--- src/rtl/clk_cfg_pkg.sv ---
// Shared types and constants for the clock-generator config initiator.
package clk_cfg_pkg;

  localparam int unsigned CFG_ADDR_W = 5;
  localparam int unsigned CFG_DATA_W = 32;

  localparam logic CFG_WRN_WRITE = 1'b0;
  localparam logic CFG_WRN_READ  = 1'b1;

  // Local register word offsets (PADDR[6:2] within the local domain)
  localparam logic [CFG_ADDR_W-1:0] LOC_STATUS  = 5'd0;
  localparam logic [CFG_ADDR_W-1:0] LOC_TIMEOUT = 5'd1;

  typedef enum logic [1:0] {
    DOM_SOC     = 2'd0,
    DOM_PER     = 2'd1,
    DOM_CLUSTER = 2'd2,
    DOM_LOCAL   = 2'd3
  } dom_e;

  typedef enum logic [1:0] {
    ST_IDLE = 2'd0,
    ST_REQ  = 2'd1,
    ST_RESP = 2'd2
  } state_e;

  // Status word layout: {26'b0, to_cluster, to_per, to_soc, cluster_lock, per_lock, soc_lock}
  function automatic logic [CFG_DATA_W-1:0] pack_status(input logic [2:0] to_flags,
                                                        input logic [2:0] locks);
    return {26'b0, to_flags, locks};
  endfunction

endpackage

--- src/rtl/clk_cfg_timeout_cnt.sv ---
// Ack timeout counter: counts enabled cycles, flags expiry on the last one.
module clk_cfg_timeout_cnt #(
  parameter int unsigned TIMEOUT_CYCLES = 256
) (
  input  logic clk_i,
  input  logic rst_ni,
  input  logic clr_i,
  input  logic en_i,
  output logic expire_o
);

  localparam int unsigned W = (TIMEOUT_CYCLES > 2) ? $clog2(TIMEOUT_CYCLES) : 1;
  localparam logic [W-1:0] LAST = W'(TIMEOUT_CYCLES - 1);

  logic [W-1:0] cnt_q;

  // Count while enabled, clear has priority
  always_ff @(posedge clk_i or negedge rst_ni) begin
    if (!rst_ni) begin
      cnt_q <= '0;
    end else if (clr_i) begin
      cnt_q <= '0;
    end else if (en_i) begin
      cnt_q <= cnt_q + 1'b1;
    end
  end

  assign expire_o = en_i && (cnt_q == LAST);

endmodule

--- src/rtl/clk_cfg_initiator.sv ---
// APB slave turning register accesses into req/ack transactions on the
// soc/per/cluster clock-generator config ports, plus a local status space.
// Optional feature macro: CLK_CFG_TIMEOUT_EN (ack timeout, sticky flags, PSLVERR).
module clk_cfg_initiator
  import clk_cfg_pkg::*;
#(
  parameter int unsigned APB_ADDR_WIDTH = 12,
  parameter int unsigned TIMEOUT_CYCLES = 256
) (
  input  logic                      clk_i,
  input  logic                      rst_ni,
  input  logic [APB_ADDR_WIDTH-1:0] PADDR,
  input  logic [31:0]               PWDATA,
  input  logic                      PWRITE,
  input  logic                      PSEL,
  input  logic                      PENABLE,
  output logic [31:0]               PRDATA,
  output logic                      PREADY,
  output logic                      PSLVERR,

  output logic                      soc_cfg_req_o,
  input  logic                      soc_cfg_ack_i,
  input  logic                      soc_cfg_lock_i,
  input  logic [31:0]               soc_cfg_r_data_i,
  output logic [4:0]                soc_cfg_add_o,
  output logic [31:0]               soc_cfg_data_o,
  output logic                      soc_cfg_wrn_o,

  output logic                      per_cfg_req_o,
  input  logic                      per_cfg_ack_i,
  input  logic                      per_cfg_lock_i,
  input  logic [31:0]               per_cfg_r_data_i,
  output logic [4:0]                per_cfg_add_o,
  output logic [31:0]               per_cfg_data_o,
  output logic                      per_cfg_wrn_o,

  output logic                      cluster_cfg_req_o,
  input  logic                      cluster_cfg_ack_i,
  input  logic                      cluster_cfg_lock_i,
  input  logic [31:0]               cluster_cfg_r_data_i,
  output logic [4:0]                cluster_cfg_add_o,
  output logic [31:0]               cluster_cfg_data_o,
  output logic                      cluster_cfg_wrn_o
);

  state_e                 state_q, state_d;
  dom_e                   dom_q;
  logic [CFG_ADDR_W-1:0]  add_q;
  logic [CFG_DATA_W-1:0]  data_q;
  logic                   wrn_q;
  logic [CFG_DATA_W-1:0]  rdata_q;

  dom_e                   dom_in;
  logic [CFG_ADDR_W-1:0]  word_in;
  logic                   access;
  logic                   local_acc;
  logic                   remote_start;
  logic                   status_wr;
  logic                   ack_sel;
  logic [CFG_DATA_W-1:0]  rdata_sel;
  logic                   expire;
  logic [2:0]             to_flags;
  logic [CFG_DATA_W-1:0]  local_rdata;
  logic                   unused_paddr;

  assign unused_paddr = ^{PADDR[1:0], PADDR[APB_ADDR_WIDTH-1:9]};

  assign dom_in       = dom_e'(PADDR[8:7]);
  assign word_in      = PADDR[6:2];
  assign access       = PSEL && PENABLE;
  assign local_acc    = (state_q == ST_IDLE) && access && (dom_in == DOM_LOCAL);
  assign remote_start = (state_q == ST_IDLE) && access && (dom_in != DOM_LOCAL);
  assign status_wr    = local_acc && PWRITE && (word_in == LOC_STATUS);

  // Select ack and read data of the latched domain
  always_comb begin
    ack_sel   = 1'b0;
    rdata_sel = '0;
    unique case (dom_q)
      DOM_SOC:     begin ack_sel = soc_cfg_ack_i;     rdata_sel = soc_cfg_r_data_i;     end
      DOM_PER:     begin ack_sel = per_cfg_ack_i;     rdata_sel = per_cfg_r_data_i;     end
      DOM_CLUSTER: begin ack_sel = cluster_cfg_ack_i; rdata_sel = cluster_cfg_r_data_i; end
      default:     ;
    endcase
  end

`ifdef CLK_CFG_TIMEOUT_EN
  logic       err_q;
  logic [2:0] sticky_q;

  clk_cfg_timeout_cnt #(
    .TIMEOUT_CYCLES(TIMEOUT_CYCLES)
  ) u_timeout_cnt (
    .clk_i    (clk_i),
    .rst_ni   (rst_ni),
    .clr_i    (state_q != ST_REQ),
    .en_i     (state_q == ST_REQ),
    .expire_o (expire)
  );

  // Error flag for the current response and sticky per-domain timeout flags
  always_ff @(posedge clk_i or negedge rst_ni) begin
    if (!rst_ni) begin
      err_q    <= 1'b0;
      sticky_q <= '0;
    end else begin
      if (state_q == ST_REQ) begin
        if (ack_sel) begin
          err_q <= 1'b0;
        end else if (expire) begin
          err_q    <= 1'b1;
          sticky_q <= sticky_q | (3'b001 << dom_q);
        end
      end
      if (status_wr) begin
        sticky_q <= sticky_q & ~PWDATA[5:3];
      end
    end
  end

  assign to_flags = sticky_q;
`else
  assign expire   = 1'b0;
  assign to_flags = '0;
`endif

  // Local register read mux
  always_comb begin
    local_rdata = '0;
    if (word_in == LOC_STATUS) begin
      local_rdata = pack_status(to_flags, {cluster_cfg_lock_i, per_cfg_lock_i, soc_cfg_lock_i});
    end else if (word_in == LOC_TIMEOUT) begin
`ifdef CLK_CFG_TIMEOUT_EN
      local_rdata = 32'(TIMEOUT_CYCLES);
`else
      local_rdata = '0;
`endif
    end
  end

  // FSM state register
  always_ff @(posedge clk_i or negedge rst_ni) begin
    if (!rst_ni) begin
      state_q <= ST_IDLE;
    end else begin
      state_q <= state_d;
    end
  end

  // FSM next state, per-domain requests and APB response
  always_comb begin
    state_d           = state_q;
    soc_cfg_req_o     = 1'b0;
    per_cfg_req_o     = 1'b0;
    cluster_cfg_req_o = 1'b0;
    PREADY            = 1'b0;
    PRDATA            = '0;
    PSLVERR           = 1'b0;
    unique case (state_q)
      ST_IDLE: begin
        if (remote_start) begin
          state_d = ST_REQ;
        end else if (local_acc) begin
          PREADY = 1'b1;
          PRDATA = local_rdata;
        end
      end
      ST_REQ: begin
        soc_cfg_req_o     = (dom_q == DOM_SOC);
        per_cfg_req_o     = (dom_q == DOM_PER);
        cluster_cfg_req_o = (dom_q == DOM_CLUSTER);
        if (ack_sel || expire) begin
          state_d = ST_RESP;
        end
      end
      ST_RESP: begin
        PREADY  = 1'b1;
        PRDATA  = rdata_q;
`ifdef CLK_CFG_TIMEOUT_EN
        PSLVERR = err_q;
`endif
        state_d = ST_IDLE;
      end
      default: state_d = ST_IDLE;
    endcase
  end

  // Latch the remote request and capture the response data
  always_ff @(posedge clk_i or negedge rst_ni) begin
    if (!rst_ni) begin
      dom_q   <= DOM_SOC;
      add_q   <= '0;
      data_q  <= '0;
      wrn_q   <= CFG_WRN_READ;
      rdata_q <= '0;
    end else begin
      if (remote_start) begin
        dom_q  <= dom_in;
        add_q  <= word_in;
        data_q <= PWDATA;
        wrn_q  <= ~PWRITE;
      end
      if (state_q == ST_REQ) begin
        if (ack_sel) begin
          rdata_q <= (wrn_q == CFG_WRN_READ) ? rdata_sel : '0;
        end else if (expire) begin
          rdata_q <= '0;
        end
      end
    end
  end

  assign soc_cfg_add_o      = add_q;
  assign per_cfg_add_o      = add_q;
  assign cluster_cfg_add_o  = add_q;
  assign soc_cfg_data_o     = data_q;
  assign per_cfg_data_o     = data_q;
  assign cluster_cfg_data_o = data_q;
  assign soc_cfg_wrn_o      = wrn_q;
  assign per_cfg_wrn_o      = wrn_q;
  assign cluster_cfg_wrn_o  = wrn_q;

endmodule

--- config.mk ---
export PLATFORM = sky130hd
export DESIGN_NAME = clk_cfg_initiator
export DESIGN_NICKNAME = d
export VERILOG_FILES = /design/src/rtl/clk_cfg_pkg.sv /design/src/rtl/clk_cfg_timeout_cnt.sv /design/src/rtl/clk_cfg_initiator.sv
export SDC_FILE = /design/constraint.sdc
export NUM_CORES = 1
export LEC_CHECK = 0
export CAP_MARGIN = 10
export CORE_AREA = 2 2 116 118
export CTS_BUF_LIST = sky130_fd_sc_hd__clkbuf_8 sky130_fd_sc_hd__clkbuf_16
export DETAILED_ROUTE_END_ITERATION = 8
export DIE_AREA = 0 0 118 120
export PLACE_DENSITY = 0.82
export SYNTH_ARGS = -nofsm -noshare
export SYNTH_HDL_FRONTEND = slang
export SYNTH_SLANG_ARGS = --single-unit
--- constraint.sdc ---
create_clock -name clk_i -period 3.6 [get_ports clk_i]
set_input_delay 0.36 -clock clk_i [delete_from_list [all_inputs] [get_ports clk_i]]
set_output_delay 0.36 -clock clk_i [all_outputs]
set_load 0.01 [all_outputs]
Word-level counts from Yosys, hierarchy flattened
Index checks and enable logic that the tools add are counted.
{ "word_totals": {"reg_bits": 74, "latch_bits": 0, "mem_bits_rw": 0, "rom_bits": 0, "inputBits": 151, "output_inout_bits": 151, "elab_cells": 40, "mem_count": 0} }
{ "classes": {"add_sub_neg": 0, "mul": 0, "n_div": 0, "n_lt_le_gt_ge": 0, "eq_ne": 8, "shifts": 0, "muxes": 16, "bitwise_logic": 1, "reduce_logical": 9} }
{ "ops": {"columns": ["cell", "count"], "rows": [
  ["$mux 32", 3],
  ["$pmux 32 s3", 1],
  ["$pmux 32 s2", 1],
  ["$eq 2x2->1 const B", 3],
  ["$ne 2x2->1 const B", 3],
  ["$logic_not 5->1", 1],
  ["$mux 1", 5],
  ["$eq 2x1->1 const B", 2],
  ["$logic_and 1x1->1", 4],
  ["$logic_not 2->1", 2],
  ["$mux 2", 2],
  ["$pmux 2 s2", 1],
  ["$reduce_and 2->1", 2],
  ["$mux 3", 1],
  ["$pmux 1 s3", 1],
  ["$pmux 1 s2", 1],
  ["$not 1->1", 1]
]} }

Depth between registers and ports, before layout
{ "depth": {"word_depth": 6, "depth_mapped": 7} }

Least setup slack after synthesis
Ideal clock, no wire load.
{ "synth_timing": {"kind": "input to output", "startpoint": "in PADDR[2]", "endpoint": "out PRDATA[1]", "arrival_ns": 1.369, "path_slack_ns": 1.871, "path_stages": 4, "path_cell_list": "or4_1 nor4_4 a22oi_1 nor2_1"} }
{ "synth_via": {"elab_chain_cells": 5} }
{ "synth_rtl": {"columns": ["element", "line_no", "source"], "rows": [
  ["from (decl)", "clk_cfg_initiator.sv:12", "input logic [APB_ADDR_WIDTH-1:0] PADDR,"],
  ["$logic_not 5->1", "clk_cfg_initiator.sv:130", "if (word_in == LOC_STATUS) begin"],
  ["$mux 3", "clk_cfg_initiator.sv:130", null],
  ["$mux 32", "clk_cfg_initiator.sv:163", "end else if (local_acc) begin"],
  ["$mux 32", "clk_cfg_initiator.sv:161", "if (remote_start) begin"],
  ["$pmux 32 s2", "clk_cfg_initiator.sv:159", "unique case (state_q)"],
  ["to (decl)", "clk_cfg_initiator.sv:17", "output logic [31:0] PRDATA,"]
]} }
No other way between the ends.

Worst setup path after layout
Ends and elaborated chain as after synthesis.

==> out/summary.txt <==
Status - complete, no violations
Worst path depth - 6
Antenna Cells - 0
Area contributors post-synth - dfrtp_1, mux2i_1, buf_4
Total core area - 13000 um^2
Filler cell count - 1100
Critical Path RT - 3.24 ns
HPWL Detailed - 10600 um
Critical path fanouts, max - 3
Finish-stage setup viols - 0
CTS tree - done
PortBufs - 295
Die area - 14200 um^2
Multi-input gate area - 2110 um^2
Via count - 3900
HP Class - input pin to asynchronous set/reset pin
Nets@finish - 822
Hold WS - 0.163 ns
Tcrit/Tclk final - 77.6%
Yosys reg bits - 74
Minimum clock period - 2.80 ns
Die Span Y - 120 um
Skew-Pair Late Insertion Delay - 0.32 ns
Post-Place Worst Slack - 0.784 ns
CTS Buf Count - 9
Critical path arrival - 2.44 ns
Reg-to-reg startpoint - dom_q[0]
Max_slew headroom - 34.7%
Clock sinks - 74
Routed wire per std cell - 16.2 um
Most frequent cells in the layout - clkdlybuf4s50_1, dfrtp_1, mux2i_1, mux2_4, nand2_1
Top Usage Layer GRT - met2
Setup WS post-layout - 0.805 ns
Synthesized instance count - 470
First-pass GRT wire length - 21700 um
Crit path from - PADDR[2]
Initial Utilization - 37.4%
Yosys cell types - 29
H-tree Lvls - 3
GRT overflow - 0
Top delay family on crit path - buffers and inverters
Syn nets - 621
Post-CTS Resized - 0
Fmax achieved - 358 MHz
Setup TNS Final - 0 ns
Top cell by count, worst path - clkdlybuf4s50_1
Reg2Reg Capture Point - rdata_q[18]
Number of max-cap violations - 0
Hold Violations, Final - 0
Worst-path cell chain - clkdlybuf4s50_1 > or4_1 > nor4_4 > a22oi_1 > nor2_1 > clkdlybuf4s50_1
EDFF count, synth - 0
Post-synth top area cell - dfrtp_1
Startpoint types - input pin
Synth top area share - 37.6%
FF/Latch Area - 1860 um^2
Final Slew Violations - 0
CP Capture Point - PRDATA[1]
RSZ-0062 raised after global routing - no
Vias per cell - 4.58
Worst Clk Skew - 0.00555 ns
Initial antenna violation count - 0
Power Total - 5.75 mW
FP Rows - 42
# hold bufs at CTS - 0
Area delta synth->final - 56.1%
R2R Setup Slk - 1.18 ns
Gr usage total - 19.5%
Leakage Power - 3.38 nW
# DRC - 0
Boundary Pins - 302
Length of the first detailed-routing pass in iterations - 4
Antenna-violating nets left - 0
Final instance area - 7580 um^2
GPL Wtd Cong - 0.832
Setup CP Type - input pin to output port
Seq/Total Area, Yosys - 38.2%
Crit end category - output port
Total Wirelength - 13800 um
Crit path largest cell delay - 0.58 ns
Die Wd - 118 um
Worst r2r path cells - 4
Max Buffers Root-to-Sink - 2
DP Area - 7290 um^2
Clock root cell - clkbuf_16
Mapped cell area - 4850 um^2
Maximum VDD drop - 372 uV
Largest net degree at the start of global routing - 75
CTS clk-pin slew, worst paths - 0.06 ns
Worst slew pin tran - 0.980 ns
Share of cells above drive strength 1 - 9.63%
DR iter-0 viols - 155
Worst Path Buf+Inv - 2
Post-CTS Setup Repair Bufs - 0
Syn. warnings - 0
Met3 usage in global routing - 5.23%
Grt met1 use - 22.6%
Vias in the first global route - 4021
FFs w/ async S/R, synth - 100%
Power density over the cells - 759 nW/um^2
Crit-path slowest cell - or4_1
Met2 Use GR - 34.7%
Syn_area_per_cell - 10.3 um^2
Most common cell after layout, fill and taps aside - clkdlybuf4s50_1
Ys flop type - dfrtp_1
==> layer usage <==
metal / vias up / part of all wire [%]
li1: 1870 / -
met1: 1825 / 40
met2: 188 / 51
met3: 17 / 7.5
met4: 0 / 1.8
met5: - / 0
==> worst min-delay path by stage <==
| stage | end | slack, ns | cells after the start |
|---|---|---|---|
| 2_1_floorplan | cluster_cfg_add_o[0] | 0.06 | 0 |
| 3_3_place_gp | rdata_q[23] | 0.50 | 2 |
| 3_5_place_dp | rdata_q[30] | 0.51 | 2 |
| 4_1_cts | rdata_q[17] | 0.22 | 1 |
| 5_1_grt | rdata_q[17] | 0.26 | 1 |
| 6_report | rdata_q[17] | 0.16 | 1 |
==> Yosys cell counts, drive strengths merged (3+ instances only) <==
| master | n |
|---|---|
| nand3b | 33 |
| nand2 | 34 |
| clkbuf | 13 |
| nand2b | 3 |
| mux2 | 37 |
| and2 | 29 |
| dfrtp | 73 |
| o21ai | 35 |
| inv | 33 |
| mux2i | 65 |
| buf | 95 |
| nor2 | 7 |
==> worst reg2reg max path: cells and delay by family, from the launching register on <==
family,cells,cell delay [ns]
buf+inv,1,0.47
flops,1,0.98
mux,1,0.31
compound gates,1,0.39
simple gates,1,0.19
==> final cells by class <==
class / count / area share [%]
Timing Repair Buffer: 298 / 39.2
Multi-Input combinational cell: 255 / 27.9
Sequential cell: 74 / 24.5
Clock buffer: 9 / 2.97
Tap cell: 176 / 2.91
Inverter: 33 / 1.63
Clock inverter: 6 / 0.891
==> power by group <==
part / internal, mW / switching [mW] / total [mW] / leakage, nW
registers: 1.19 / 0.557 / 1.75 / 0.925
logic: 1.98 / 1.14 / 3.12 / 2.32
clock network: 0.535 / 0.350 / 0.885 / 0.138
==> kinds of logic (layout without fill, tap and decap cells) <==
family / Yosys count / in the layout / share of synthesized area (%)
AOI/OAI and AO/OA: 39 / 39 / 4.28
buffers and inverters: 141 / 346 / 18.4
DFF: 74 / 74 / 38.2
muxes: 102 / 102 / 24.8
other: 1 / 1 / 0.0772
and+or+nand+nor: 113 / 113 / 14.3
==> registers in the layout, indices dropped and copies added (netlist names) <==
signal,cells
cluster_cfg_data_o,32
state_q,2
rdata_q,32
dom_q,2
cluster_cfg_wrn_o,1
cluster_cfg_add_o,5
==> metrics by stage <==
stage,instances,utilization (%)
after floorplan,470,-
after global placement,836,56.1
after detailed placement,836,56.1
after CTS,851,58.4
after global routing,851,58.4
final,851,58.4
Power figures use the tool's default switching activity.
